[config.mk]
export PLATFORM = sky130hd
export DESIGN_NAME = seg_scan_driver
export DESIGN_NICKNAME = d
export VERILOG_FILES = /design/src/rtl/seg_scan_driver.sv
export SDC_FILE = /design/constraint.sdc
export NUM_CORES = 1
export LEC_CHECK = 0
export BUFFER_PORTS_ARGS = -buffer_cell sky130_fd_sc_hd__buf_4
export CORE_UTILIZATION = 64
export DETAILED_ROUTE_END_ITERATION = 7
export GPL_ROUTABILITY_DRIVEN = 0
export GPL_TIMING_DRIVEN = 0
export PLACE_DENSITY = 0.84
export SKIP_LAST_GASP = 1
export SLEW_MARGIN = 20
export SYNTH_ARGS = -nofsm -noshare
export SYNTH_HDL_FRONTEND = slang
export SYNTH_SLANG_ARGS = --single-unit
[constraint.sdc]
create_clock -name clk -period 5.15 [get_ports clk]
set_input_delay 1.03 -clock clk [delete_from_list [all_inputs] [get_ports clk]]
set_output_delay 1.03 -clock clk [all_outputs]
set_load 0.01 [all_outputs]
[src/rtl/seg_scan_driver.sv]
// Converts an 8-bit value to decimal and scans it onto a 4-digit common-anode display.
// Build option: define SEG_LZ_BLANK_EN to blank leading zeros in the hundreds and tens digits.
module seg_scan_driver #(
   parameter int REFRESH_DIV = 100000
) (
   input  logic       clk,
   input  logic       rst_n,
   input  logic       load,
   input  logic [7:0] value,
   output logic       busy,
   output logic [6:0] seg,
   output logic [3:0] an
);

   typedef enum logic {S_IDLE, S_CONV} state_t;

   localparam int PW = $clog2(REFRESH_DIV);
   localparam logic [PW-1:0] PRESC_LAST = PW'(REFRESH_DIV - 1);
   localparam logic [6:0] SEG_BLANK = 7'b1111111;

`ifdef SEG_LZ_BLANK_EN
   localparam bit LZ_BLANK = 1'b1;
`else
   localparam bit LZ_BLANK = 1'b0;
`endif

   state_t        state_q, state_d;
   logic [7:0]    bin_q, bin_d;
   logic [11:0]   bcd_q, bcd_d;
   logic [2:0]    cnt_q, cnt_d;
   logic          busy_q, busy_d;
   logic [3:0]    ones_q, ones_d;
   logic [3:0]    tens_q, tens_d;
   logic [3:0]    hund_q, hund_d;
   logic [PW-1:0] presc_q, presc_d;
   logic [1:0]    idx_q, idx_d;
   logic [3:0]    an_q, an_d;
   logic [6:0]    seg_q, seg_d;

   logic [11:0]   adj;
   logic [19:0]   shifted;
   logic [3:0]    digit;
   logic          digit_blank;

   function automatic logic [3:0] add3(input logic [3:0] n);
      return (n >= 4'd5) ? n + 4'd3 : n;
   endfunction

   function automatic logic [6:0] seg_of(input logic [3:0] d);
      logic [6:0] s;
      case (d)
         4'd0:    s = 7'b1000000;
         4'd1:    s = 7'b1111001;
         4'd2:    s = 7'b0100100;
         4'd3:    s = 7'b0110000;
         4'd4:    s = 7'b0011001;
         4'd5:    s = 7'b0010010;
         4'd6:    s = 7'b0000010;
         4'd7:    s = 7'b1111000;
         4'd8:    s = 7'b0000000;
         4'd9:    s = 7'b0010000;
         default: s = SEG_BLANK;
      endcase
      return s;
   endfunction

   // Double-dabble step: correct every nibble, then shift {bcd, bin} left by one.
   always_comb begin
      state_d = state_q;
      bin_d   = bin_q;
      bcd_d   = bcd_q;
      cnt_d   = cnt_q;
      busy_d  = busy_q;
      ones_d  = ones_q;
      tens_d  = tens_q;
      hund_d  = hund_q;
      adj     = {add3(bcd_q[11:8]), add3(bcd_q[7:4]), add3(bcd_q[3:0])};
      shifted = {adj[10:0], bin_q, 1'b0};
      case (state_q)
         S_IDLE: begin
            if (load) begin
               bin_d   = value;
               bcd_d   = '0;
               cnt_d   = '0;
               busy_d  = 1'b1;
               state_d = S_CONV;
            end
         end
         S_CONV: begin
            bcd_d = shifted[19:8];
            bin_d = shifted[7:0];
            cnt_d = cnt_q + 3'd1;
            // Eighth shift: commit all three digits together so no partial value is shown.
            if (cnt_q == 3'd7) begin
               hund_d  = shifted[19:16];
               tens_d  = shifted[15:12];
               ones_d  = shifted[11:8];
               busy_d  = 1'b0;
               state_d = S_IDLE;
            end
         end
         default: state_d = S_IDLE;
      endcase
   end

   always_comb begin
      presc_d = presc_q + PW'(1);
      idx_d   = idx_q;
      if (presc_q == PRESC_LAST) begin
         presc_d = '0;
         idx_d   = idx_q + 2'd1;
      end
   end

   // Outputs are built from the current index so each slot lasts exactly REFRESH_DIV cycles.
   always_comb begin
      digit       = ones_q;
      digit_blank = 1'b0;
      case (idx_q)
         2'd0: digit = ones_q;
         2'd1: begin
            digit       = tens_q;
            digit_blank = LZ_BLANK && (hund_q == 4'd0) && (tens_q == 4'd0);
         end
         2'd2: begin
            digit       = hund_q;
            digit_blank = LZ_BLANK && (hund_q == 4'd0);
         end
         default: digit_blank = 1'b1;
      endcase
      seg_d = digit_blank ? SEG_BLANK : seg_of(digit);
      an_d  = ~(4'b0001 << idx_q);
   end

   always_ff @(posedge clk or negedge rst_n) begin
      if (!rst_n) begin
         state_q <= S_IDLE;
         bin_q   <= '0;
         bcd_q   <= '0;
         cnt_q   <= '0;
         busy_q  <= 1'b0;
         ones_q  <= '0;
         tens_q  <= '0;
         hund_q  <= '0;
         presc_q <= '0;
         idx_q   <= '0;
         an_q    <= 4'b1111;
         seg_q   <= SEG_BLANK;
      end else begin
         state_q <= state_d;
         bin_q   <= bin_d;
         bcd_q   <= bcd_d;
         cnt_q   <= cnt_d;
         busy_q  <= busy_d;
         ones_q  <= ones_d;
         tens_q  <= tens_d;
         hund_q  <= hund_d;
         presc_q <= presc_d;
         idx_q   <= idx_d;
         an_q    <= an_d;
         seg_q   <= seg_d;
      end
   end

   assign busy = busy_q;
   assign seg  = seg_q;
   assign an   = an_q;

endmodule

==> results.md, run 1 <==
Timing:
- In this run the tightest slew margin relative to its limit is 45.23%.
- For the pin with the worst max-slew slack, the measured transition is 0.8215 ns.
- The number of setup violations in the final report is 0.
- Setup repair after global routing left no endpoint under its margin.
- The number of failing hold endpoints at the final stage is 0.
- Hold timing on the final database bottoms out at a slack of 0.4855 ns.
- Based on the critical path, the design can be clocked at up to 410.7 MHz.
- The minimum clock period after layout is 2.435 ns.
- The final count of pins violating max slew is 0.
- The post-route clock period utilization is 47.28%.
- The setup clock skew after layout is 0.01110 ns.
- For the final routed database, the setup TNS stands at 0 ns.
- Once routing completed, OpenROAD measured the worst setup slack at 2.715 ns.

Logic synthesis:
- The synthesized instance count is 301.
- The most used flip-flop cell after synthesis is sky130_fd_sc_hd__dfrtp_1.
- The flip-flop and latch count after synthesis is 67.
- A synthesized cell averages 10.90 um^2.
- After synthesis the cells add up to 3279 um^2.
- In this run the biggest area consumer among cell types represents 42.73% of the synthesized area.
- The proportion of synthesized flip-flops having asynchronous set or reset is 100.0%.
- For this run, the number of Yosys warnings is 0.
- After synthesis, the cell types taking the most area are sky130_fd_sc_hd__dfrtp_1, sky130_fd_sc_hd__dfstp_2, sky130_fd_sc_hd__ha_1.
- The synthesized design spends more area on one cell type than any other, namely sky130_fd_sc_hd__dfrtp_1.
- The synthesized design contains 0 enable-type register cells.
- Sequential cells were found to cover 51.55% of the synthesized design area.
- When the netlist entered floorplanning its net count stood at 329.
- Counting distinct cell types in the post-synthesis netlist gives 42.

Critical path:
- The worst setup slack for register-to-register paths is 2.72 ns.
- The element type at the critical path end is a register.
- STA classifies the critical path startpoint as a register.
- The data arrival at the endpoint of the critical path is 2.69 ns.
- In this run the worst path has a maximum fanout of 10.
- Measured in cells, the most critical reg-to-reg path has a length of 9.
- The required time of the worst setup path is 5.41 ns.
- In this run the critical register-to-register path is launched from idx_q[0].
- The critical path is of the reg -> reg type.
- The endpoint identified for the worst register-to-register timing path is seg[3].

Drt:
- For this block, the initial DRC count from the detailed router was 148.
- Wires add up to 5858 um.
- Using the TritonRoute via totals, the vias-per-cell ratio works out to 5.619.
- Once detail routing completed, the nets flagged for antenna violations numbered 0.
- The final routed DRC violation total is 0.
- In the final routed layout, each cell accounts on average for 14.50 um.
- The number of detailed-routing iterations run before antenna repair is 4.
- The routed layout has 2,270 vias.

GRT:
- The total congestion overflow after global routing is 0.
- Global routing consumed, over all layers together, 25.32% of the routing resources.
- The via count of the first global-routing pass is 2,283.
- The first global-routing pass estimated 10,110 um of wire.
- Entering global routing, the biggest net connects 68 pins.
- The initial antenna violation count is 0.

Clocking:
- Hold repair after CTS inserted 0 buffers.
- The clock drives 67 sinks.
- Buffers added to address setup during post-CTS repair amount to 0.
- The number of buffers created by CTS is 9.
- The CTS H-tree depth is 3.
- After clock tree synthesis, the clock-pin slew on the worst setup and hold paths is 0.06 ns.
- In this run, post-CTS repair resized a total of 0 instances.
- The clock tree from TritonCTS is done.
- The clock latency on the worst-skew pair is 0.34 ns.
- The root buffer cell chosen for the clock tree is sky130_fd_sc_hd__clkbuf_8.
- The number of buffers between clock root and the deepest sink is 2.

Pwr:
- The worst IR drop on VDD is 252.7 uV.
- The leakage power total is 1.734 nW.
- Dividing total power by cell area gives a power density of 513.5 nW/um^2.

Layout:
- The final layout net count is 362.
- The antenna cell count is 0.
- From synthesis to final layout, the design area changed by 13.12%.
- The share of layout cells above drive strength 1 is 18.99%.

Hold path:
- The start point of the worst min-delay path is presc_q[0].
- The class of the most critical hold timing path is reg -> reg.
- The worst hold path terminates at presc_q[0].
- Along the worst hold path, the cell count comes to 1.

Floorplan:
- The overall die width is 73.58 um.
- The total I/O pin count is 23.
- The core outline area is 4817 um^2.
- The initial standard-cell utilization of the core is 68.08%.
- The number of cell rows is 25.
- The floorplan step defined a die boundary enclosing 5414 um^2.
- From bottom edge to top edge, the die measures 73.58 um.

Placement:
- After legalization and detailed placement, the total HPWL measured 4081 um.
- The worst setup timing slack at the placement stage is 2.774 ns.
- During placement, the flow inserted port buffers numbering 22.

Status:
- The flow ran to the end, and the final reports show no timing, DRC or antenna violations.

Flow run:
- The number of violations of the max-capacitance limit is 0.
[registers in the layout (all words and copies together), names as in the netlist]
signal   flops
an           4
ones_q       4
idx_q        2
seg          7
state_q      1
cnt_q        3
presc_q     17
bcd_q       12
hund_q       4
busy         1
tens_q       4
bin_q        8
[logic make-up after synthesis]
| group | after synthesis | synth area share, % |
|---|---|---|
| AO/OA/AOI/OAI | 59 | 11.07 |
| XOR/XNOR | 18 | 4.808 |
| AND/OR/NAND/NOR | 86 | 14.61 |
| buffers and inverters | 29 | 3.548 |
| flip-flops | 67 | 51.55 |
| multiplexers | 25 | 7.936 |
| adder cells (fa/ha/maj) | 17 | 6.486 |
[synthesized netlist by cell type (all sizes together) (3+ instances only)]
cell / instances
a21oi: 18
a22oi: 4
xnor2: 15
nand2: 21
a21o: 10
o21ai: 19
mux2i: 17
dfstp: 11
clkbuf: 9
xor2: 3
nand3: 9
dfrtp: 56
ha: 17
buf: 3
nand4: 4
nor3: 6
nor2: 16
nand2b: 9
nor3b: 8
inv: 17
mux2: 8
[report_power, final]
group	internal, mW	switching (mW)
combinational	0.326	0.373
sequential	0.704	0.0936
clock	0.230	0.180
[final cells by class]
type	instances	area, um^2
buffer	12	52.55
clock buffer	11	141.4
clock inverter	3	40.04
fill	333	1107
inverter	17	63.81
multi-input combinational	205	1473
sequential	67	1690
tap	67	83.83
timing repair buffer	22	165.2
[metrics by stage]
stage,power [mW],std cells,utilization (%),instance area [um^2]
global placement,1.460,390,73.25,3528
finish,1.905,404,77.01,3710
detailed placement,1.503,390,73.25,3528
global route,2.038,404,77.01,3710
CTS,1.920,404,77.01,3710
floorplan,1.303,301,-,3279
[critical path, stage by stage (launching register included)]
cell and delay, ns:
sky130_fd_sc_hd__dfrtp_1 0.42, sky130_fd_sc_hd__inv_1 0.11, sky130_fd_sc_hd__ha_1 0.31, sky130_fd_sc_hd__clkbuf_1 0.35, sky130_fd_sc_hd__nor2_1 0.11, sky130_fd_sc_hd__a21oi_1 0.34, sky130_fd_sc_hd__inv_1 0.12, sky130_fd_sc_hd__ha_1 0.32
sky130_fd_sc_hd__o21ai_0 0.18, sky130_fd_sc_hd__nand3_1 0.09
[worst max path at each step]
| stage | start | to | depth (start not counted) |
|---|---|---|---|
| after detailed placement | idx_q[0] | seg[3] | 9 |
| after global routing | idx_q[0] | seg[3] | 9 |
| after floorplan | idx_q[0] | seg[3] | 9 |
| final | idx_q[0] | seg[3] | 9 |
| after global placement | idx_q[0] | seg[3] | 9 |
| after CTS | idx_q[0] | seg[3] | 9 |
[layer usage]
metal / vias up / routed length, um / track usage, %
li1: 1101 / - / -
met1: 1117 / 2638 / 30.90
met2: 42 / 2920 / 42.00
met3: 10 / 225 / 8.916
met4: 0 / 74 / 8.333
met5: - / 0 / 0
[cells in the final DEF (no fill, tap or decap), types with 2 or more instances in the layout]
cell | synthesis | routed
sky130_fd_sc_hd__inv_1 | 17 | 17
sky130_fd_sc_hd__mux2i_1 | 17 | 17
sky130_fd_sc_hd__nand2_1 | 21 | 21
sky130_fd_sc_hd__clkbuf_1 | 9 | 10
sky130_fd_sc_hd__buf_1 | 2 | 2
sky130_fd_sc_hd__ha_1 | 17 | 17
sky130_fd_sc_hd__xor2_1 | 3 | 3
sky130_fd_sc_hd__a22oi_1 | 4 | 4
sky130_fd_sc_hd__a22o_1 | 2 | 2
sky130_fd_sc_hd__nand2b_1 | 9 | 9
sky130_fd_sc_hd__clkinv_2 | 0 | 2
sky130_fd_sc_hd__a21o_1 | 10 | 10
sky130_fd_sc_hd__nor3b_1 | 8 | 8
sky130_fd_sc_hd__clkbuf_8 | 0 | 10
sky130_fd_sc_hd__a21oi_2 | 2 | 2
sky130_fd_sc_hd__nand4_1 | 3 | 3
sky130_fd_sc_hd__o21ai_0 | 19 | 19
sky130_fd_sc_hd__or4_4 | 2 | 2
sky130_fd_sc_hd__a21oi_1 | 16 | 16
sky130_fd_sc_hd__mux2_2 | 8 | 8
sky130_fd_sc_hd__xnor2_1 | 15 | 15
sky130_fd_sc_hd__dfrtp_1 | 56 | 56
sky130_fd_sc_hd__nor3_1 | 6 | 6
sky130_fd_sc_hd__dfstp_2 | 11 | 11
sky130_fd_sc_hd__nand3_1 | 9 | 9
sky130_fd_sc_hd__buf_4 | 0 | 22
sky130_fd_sc_hd__nor2_1 | 16 | 16
sky130_fd_sc_hd__or3_1 | 2 | 2
(Power assumes the default switching activity.)
==> inputs of run 2 (changes only) <==
--- a/config.mk
+++ b/config.mk
@@ -5,12 +5,13 @@
 export SDC_FILE = /design/constraint.sdc
 export NUM_CORES = 1
 export LEC_CHECK = 0
+export ABC_AREA = 1
 export BUFFER_PORTS_ARGS = -buffer_cell sky130_fd_sc_hd__buf_4
-export CORE_UTILIZATION = 64
+export CORE_UTILIZATION = 60
 export DETAILED_ROUTE_END_ITERATION = 7
 export GPL_ROUTABILITY_DRIVEN = 0
 export GPL_TIMING_DRIVEN = 0
-export PLACE_DENSITY = 0.84
+export PLACE_DENSITY = 0.79
 export SKIP_LAST_GASP = 1
 export SLEW_MARGIN = 20
 export SYNTH_ARGS = -nofsm -noshare
==> constraint.sdc (replaced) <==
create_clock -name clk -period 2.4 [get_ports clk]
set_input_delay 0.48 -clock clk [delete_from_list [all_inputs] [get_ports clk]]
set_output_delay 0.48 -clock clk [all_outputs]
set_load 0.01 [all_outputs]
==> run 2 against run 1 <==
Clock power grew 140%. Register-to-register slack got worse by 2.4 ns. Routed wire length up 8.6%. Utilization is 4.2 points lower. Worst hold slack lost 0.26 ns. Critical path depth decreased by 1. Via count up 16%. Largest cell class unchanged. Fmax up 15%. Cell count is 25% higher. Flip-flop and latch count did not move. Sequential power grew 120%. Non-clock buffer count down 5.
==> results.md, run 2 <==
Logic synthesis:
- The number of warnings reported in the yosys synthesis log is 0 (unchanged).
- The proportion of synthesized flip-flops having asynchronous set or reset came to 100.0% (unchanged).
- Ranking of synthesized cells by instance count: sky130_fd_sc_hd__nand2_1, sky130_fd_sc_hd__dfrtp_1, sky130_fd_sc_hd__inv_1 (was sky130_fd_sc_hd__dfrtp_1, sky130_fd_sc_hd__nand2_1, sky130_fd_sc_hd__o21ai_0).
- The sequential-to-total area share from yosys stat is 50.15% (was 51.55%).
- The average cell area after synthesis is 8.427 um^2 (was 10.90 um^2).
- The top cell type by total area after synthesis is sky130_fd_sc_hd__dfrtp_1 (unchanged).
- The net count of the mapped netlist is 428 (was 329).
- The number of different library cells in the post-synthesis netlist is 32 (was 42).
- The most common cell in the synthesized netlist is sky130_fd_sc_hd__nand2_1 (was sky130_fd_sc_hd__dfrtp_1).
- The flip-flop and latch count after synthesis was 67 (unchanged).
- The area of the mapped netlist is 3371 um^2 (was 3279 um^2).
- The synthesized instance count is 400 (was 301).
- Top cells by area, synth: sky130_fd_sc_hd__dfrtp_1, sky130_fd_sc_hd__nand2_1, sky130_fd_sc_hd__dfstp_2 (was sky130_fd_sc_hd__dfrtp_1, sky130_fd_sc_hd__dfstp_2, sky130_fd_sc_hd__ha_1).
- The area share of the leading cell type in the synthesized netlist was 41.57% (was 42.73%).
- The number of enable-type register cells in the synthesized netlist came to 0 (unchanged).
- The predominant post-synthesis flop cell is sky130_fd_sc_hd__dfrtp_1 (unchanged).

Timing:
- The final count of pins violating max slew was 0 (unchanged).
- The measured slew at the worst slew-check pin is 0.7991 ns (was 0.8215 ns).
- The setup clock skew after layout is 0.003342 ns (was 0.01110 ns).
- The post-route clock period utilization is 88.02% (was 47.28%).
- The number of setup violations in the final report was 0 (unchanged).
- The number of failing hold endpoints at the final stage came to 0 (unchanged).
- The minimum clock period after layout is 2.112 ns (was 2.435 ns).
- The maximum clock rate is 473.4 MHz (was 410.7 MHz).
- The final setup TNS is 0 ns (unchanged).
- The remaining max-slew budget at the tightest pin is 46.73% (was 45.23%).
- Unrepaired setup endpoints after global routing: no (unchanged).

Critical path:
- The data arrival at the endpoint of the critical path was 2.40 ns (was 2.69 ns).
- The required time of the worst setup path is 2.69 ns (was 5.41 ns).
- The start of the worst register-to-register path is idx_q[0] (unchanged).
- The element type at the critical path end is a register (unchanged).
- The largest stage delay on the critical path is 0.43 ns (was 0.42 ns).
- The critical path launch point type is a register (unchanged).
- The highest-delay cell along the critical path is sky130_fd_sc_hd__dfrtp_1 (unchanged).
- The classification of the worst setup path is reg -> reg (unchanged).
- The worst setup slack for register-to-register paths is 0.29 ns (was 2.72 ns).
- The number of cells traversed by the worst register-to-register path was 8 (was 9).
- The kind of cell adding the most delay to the critical path is simple AND/OR/NAND/NOR gates (was adder cells).
- CP Cell Sequence: inv_1, ha_1, buf_6, or2_2, nand2_1, ha_1, or2_2, nand2_1 (was inv_1, ha_1, clkbuf_1, nor2_1, a21oi_1, inv_1, ha_1, o21ai_0, nand3_1).
- The total stage count of the critical path came to 8 (was 9).
- The worst path buffer plus inverter count came to 2 (was 3).
- The end of the worst register-to-register path is seg[1] (was seg[3]).
- The largest fanout of any net on the critical path was 9 (was 10).
- The worst setup path endpoint is seg[1] (was seg[3]).
- The source of the critical timing path is idx_q[0] (unchanged).

Placement:
- The detailed placement HPWL is 4506 um (was 4081 um).
- The placed cell count is 492 (was 390).
- The number of I/O port buffers came to 22 (unchanged).

Clocking:
- The buffer type at the clock tree root is sky130_fd_sc_hd__clkbuf_8 (unchanged).
- The count of cells resized by post-cts repair is 0 (unchanged).
- The CTS H-tree depth is 3 (unchanged).
- The clock tree from TritonCTS is done (unchanged).
- The number of clock sinks is 67 (unchanged).
- The clock latency on the worst-skew pair is 0.34 ns (about the same).
- The number of buffers created by CTS is 9 (unchanged).
- The clock transition at the registers of the reported paths is 0.07 ns (was 0.06 ns).
- The number of buffers between clock root and the deepest sink was 2 (unchanged).
- The total of hold buffers inserted after clock tree synthesis was 0 (unchanged).
- The count of buffers added by post-CTS timing repair for setup is 0 (unchanged).

GRT:
- The total congestion overflow after global routing is 0 (unchanged).
- The maximum number of pins on one net before global-route repair was 68 (unchanged).
- The initial antenna violation count is 0 (unchanged).
- The wire length of the first global-routing pass is 11,210 um (was 10,110 um).
- The overall global routing resource usage came to 24.64% (was 25.32%).
- The via count of the first global-routing pass is 2,561 (was 2,283).

Layout:
- The top register by number of flip-flops is presc_q (unchanged).
- The final layout net count is 461 (was 362).
- The antenna cell count came to 0 (unchanged).
- The filler-free cell count of the finished design came to 507 (was 404).
- Largest registers: presc_q (17), bcd_q (12), bin_q (8) (unchanged).
- The most common cell after layout, fill and taps aside is sky130_fd_sc_hd__nand2_1 (was sky130_fd_sc_hd__dfrtp_1).
- The number of flip-flops under the largest register name was 17 (unchanged).
- The synthesis-to-layout area growth was 13.81% (was 13.12%).
- The share of layout cells above drive strength 1 was 15.33% (was 18.99%).
- Leading cell types in the layout, fill and taps excluded: sky130_fd_sc_hd__nand2_1, sky130_fd_sc_hd__dfrtp_1, sky130_fd_sc_hd__inv_1, sky130_fd_sc_hd__o21ai_0, sky130_fd_sc_hd__nand3_1 (was sky130_fd_sc_hd__dfrtp_1, sky130_fd_sc_hd__buf_4, sky130_fd_sc_hd__nand2_1, sky130_fd_sc_hd__o21ai_0).

Pwr:
- The power per standard cell area is 1102 nW/um^2 (was 513.5 nW/um^2).
- The leakage power total is 1.933 nW (was 1.734 nW).
- The worst IR drop on VDD is 741.7 uV (was 252.7 uV).

Floorplan:
- The total I/O pin count came to 23 (unchanged).
- The initial standard-cell utilization of the core is 63.96% (was 68.08%).
- The die area is 5921 um^2 (was 5414 um^2).
- The core outline area is 5270 um^2 (was 4817 um^2).
- The die outline height is 76.95 um (was 73.58 um).
- The number of cell rows is 26 (was 25).
- The overall die width is 76.95 um (was 73.58 um).

Drt:
- The final routed DRC violation total was 0 (unchanged).
- The via density per instance is 5.178 (was 5.619).
- The post-detailed-route wirelength per cell is 12.55 um (was 14.50 um).
- The number of DRC markers in iteration 0 is 155 (was 148).
- The number of antenna-violating nets in the routed design is 0 (unchanged).
- The number of detailed-routing iterations run before antenna repair is 4 (unchanged).
- The total via count after detailed routing is 2,625 (was 2,270).
- The routed wire length is 6362 um (was 5858 um).

Status:
- Result of the run: completed (unchanged).

Flow run:
- The number of violations of the max-capacitance limit is 0 (unchanged).

Hold path:
- The class of the most critical hold timing path is in -> async (was reg -> reg).
==> run 2: changes by cell type after synthesis, sizes merged, moves of 15 or more <==
cell   before  now
mux2i      17    0
nand3       9   29
nor2       16   31
a21oi      18    2
o21ai      19   36
xnor2      15    0
nand2      21  122
inv        17   55
==> run 2: cells by family after synthesis <==
kind of cell	after synthesis	share of synthesized area [%]
simple gates	195	25.61
fa+ha+maj	17	6.310
flops	67	50.15
buf+inv	64	7.609
xor+xnor	5	1.299
compound gates	52	9.020
==> run 2: layout make-up <==
type / count / area (um^2)
Sequential cell: 67 / 1690
Clock inverter: 1 / 30.03
Tap cell: 70 / 87.58
Inverter: 57 / 221.5
Fill cell: 412 / 1434
Buffer: 7 / 35.03
Timing Repair Buffer: 22 / 165.2
Multi-Input combinational cell: 269 / 1424
Clock buffer: 14 / 182.7
==> run 2: worst min-delay path by stage <==
stage,slack (ns),start,end
after floorplan,0.18,rst_n,bcd_q[0]
after global placement,0.44,presc_q[0],presc_q[0]
after detailed placement,0.46,presc_q[0],presc_q[0]
after CTS,0.26,rst_n,presc_q[13]
after global routing,0.30,rst_n,presc_q[12]
final,0.22,rst_n,presc_q[13]
==> run 2: per-layer routing <==
layer / wire length, um / track usage [%]
met5: 0 / 0
met4: 129 / 11.15
met3: 226 / 5.476
met2: 3067 / 41.52
met1: 2938 / 30.11
==> run 2: worst reg2reg max path, delay by kind of cell, from the launching register on <==
family        cells  cell delay [ns]
fa+ha+maj         2             0.58
simple gates      4             0.79
flops             1             0.43
buf+inv           2             0.26
==> run 2: report_power, final <==
| part | switching (mW) | leakage, nW | internal (mW) | total, mW |
|---|---|---|---|---|
| Clock | 0.404 | 0.109 | 0.589 | 0.993 |
| Sequential | 0.200 | 0.830 | 1.52 | 1.72 |
| Combinational | 0.934 | 0.995 | 0.583 | 1.52 |
==> run 2: through the flow <==
| stage | utilization [%] | total power, mW | hold WS (ns) | instance area (um^2) | worst slack, ns |
|---|---|---|---|---|---|
| floorplan | - | 2.790 | 0.1844 | 3371 | 0.4482 |
| global placement | 68.76 | 3.150 | 0.4421 | 3623 | 0.3525 |
| detailed placement | 68.76 | 3.242 | 0.4649 | 3623 | 0.3218 |
| CTS | 72.79 | 4.253 | 0.2555 | 3836 | 0.2961 |
| global route | 72.79 | 4.577 | 0.2994 | 3836 | 0.1768 |
| finish | 72.79 | 4.226 | 0.2226 | 3836 | 0.2876 |
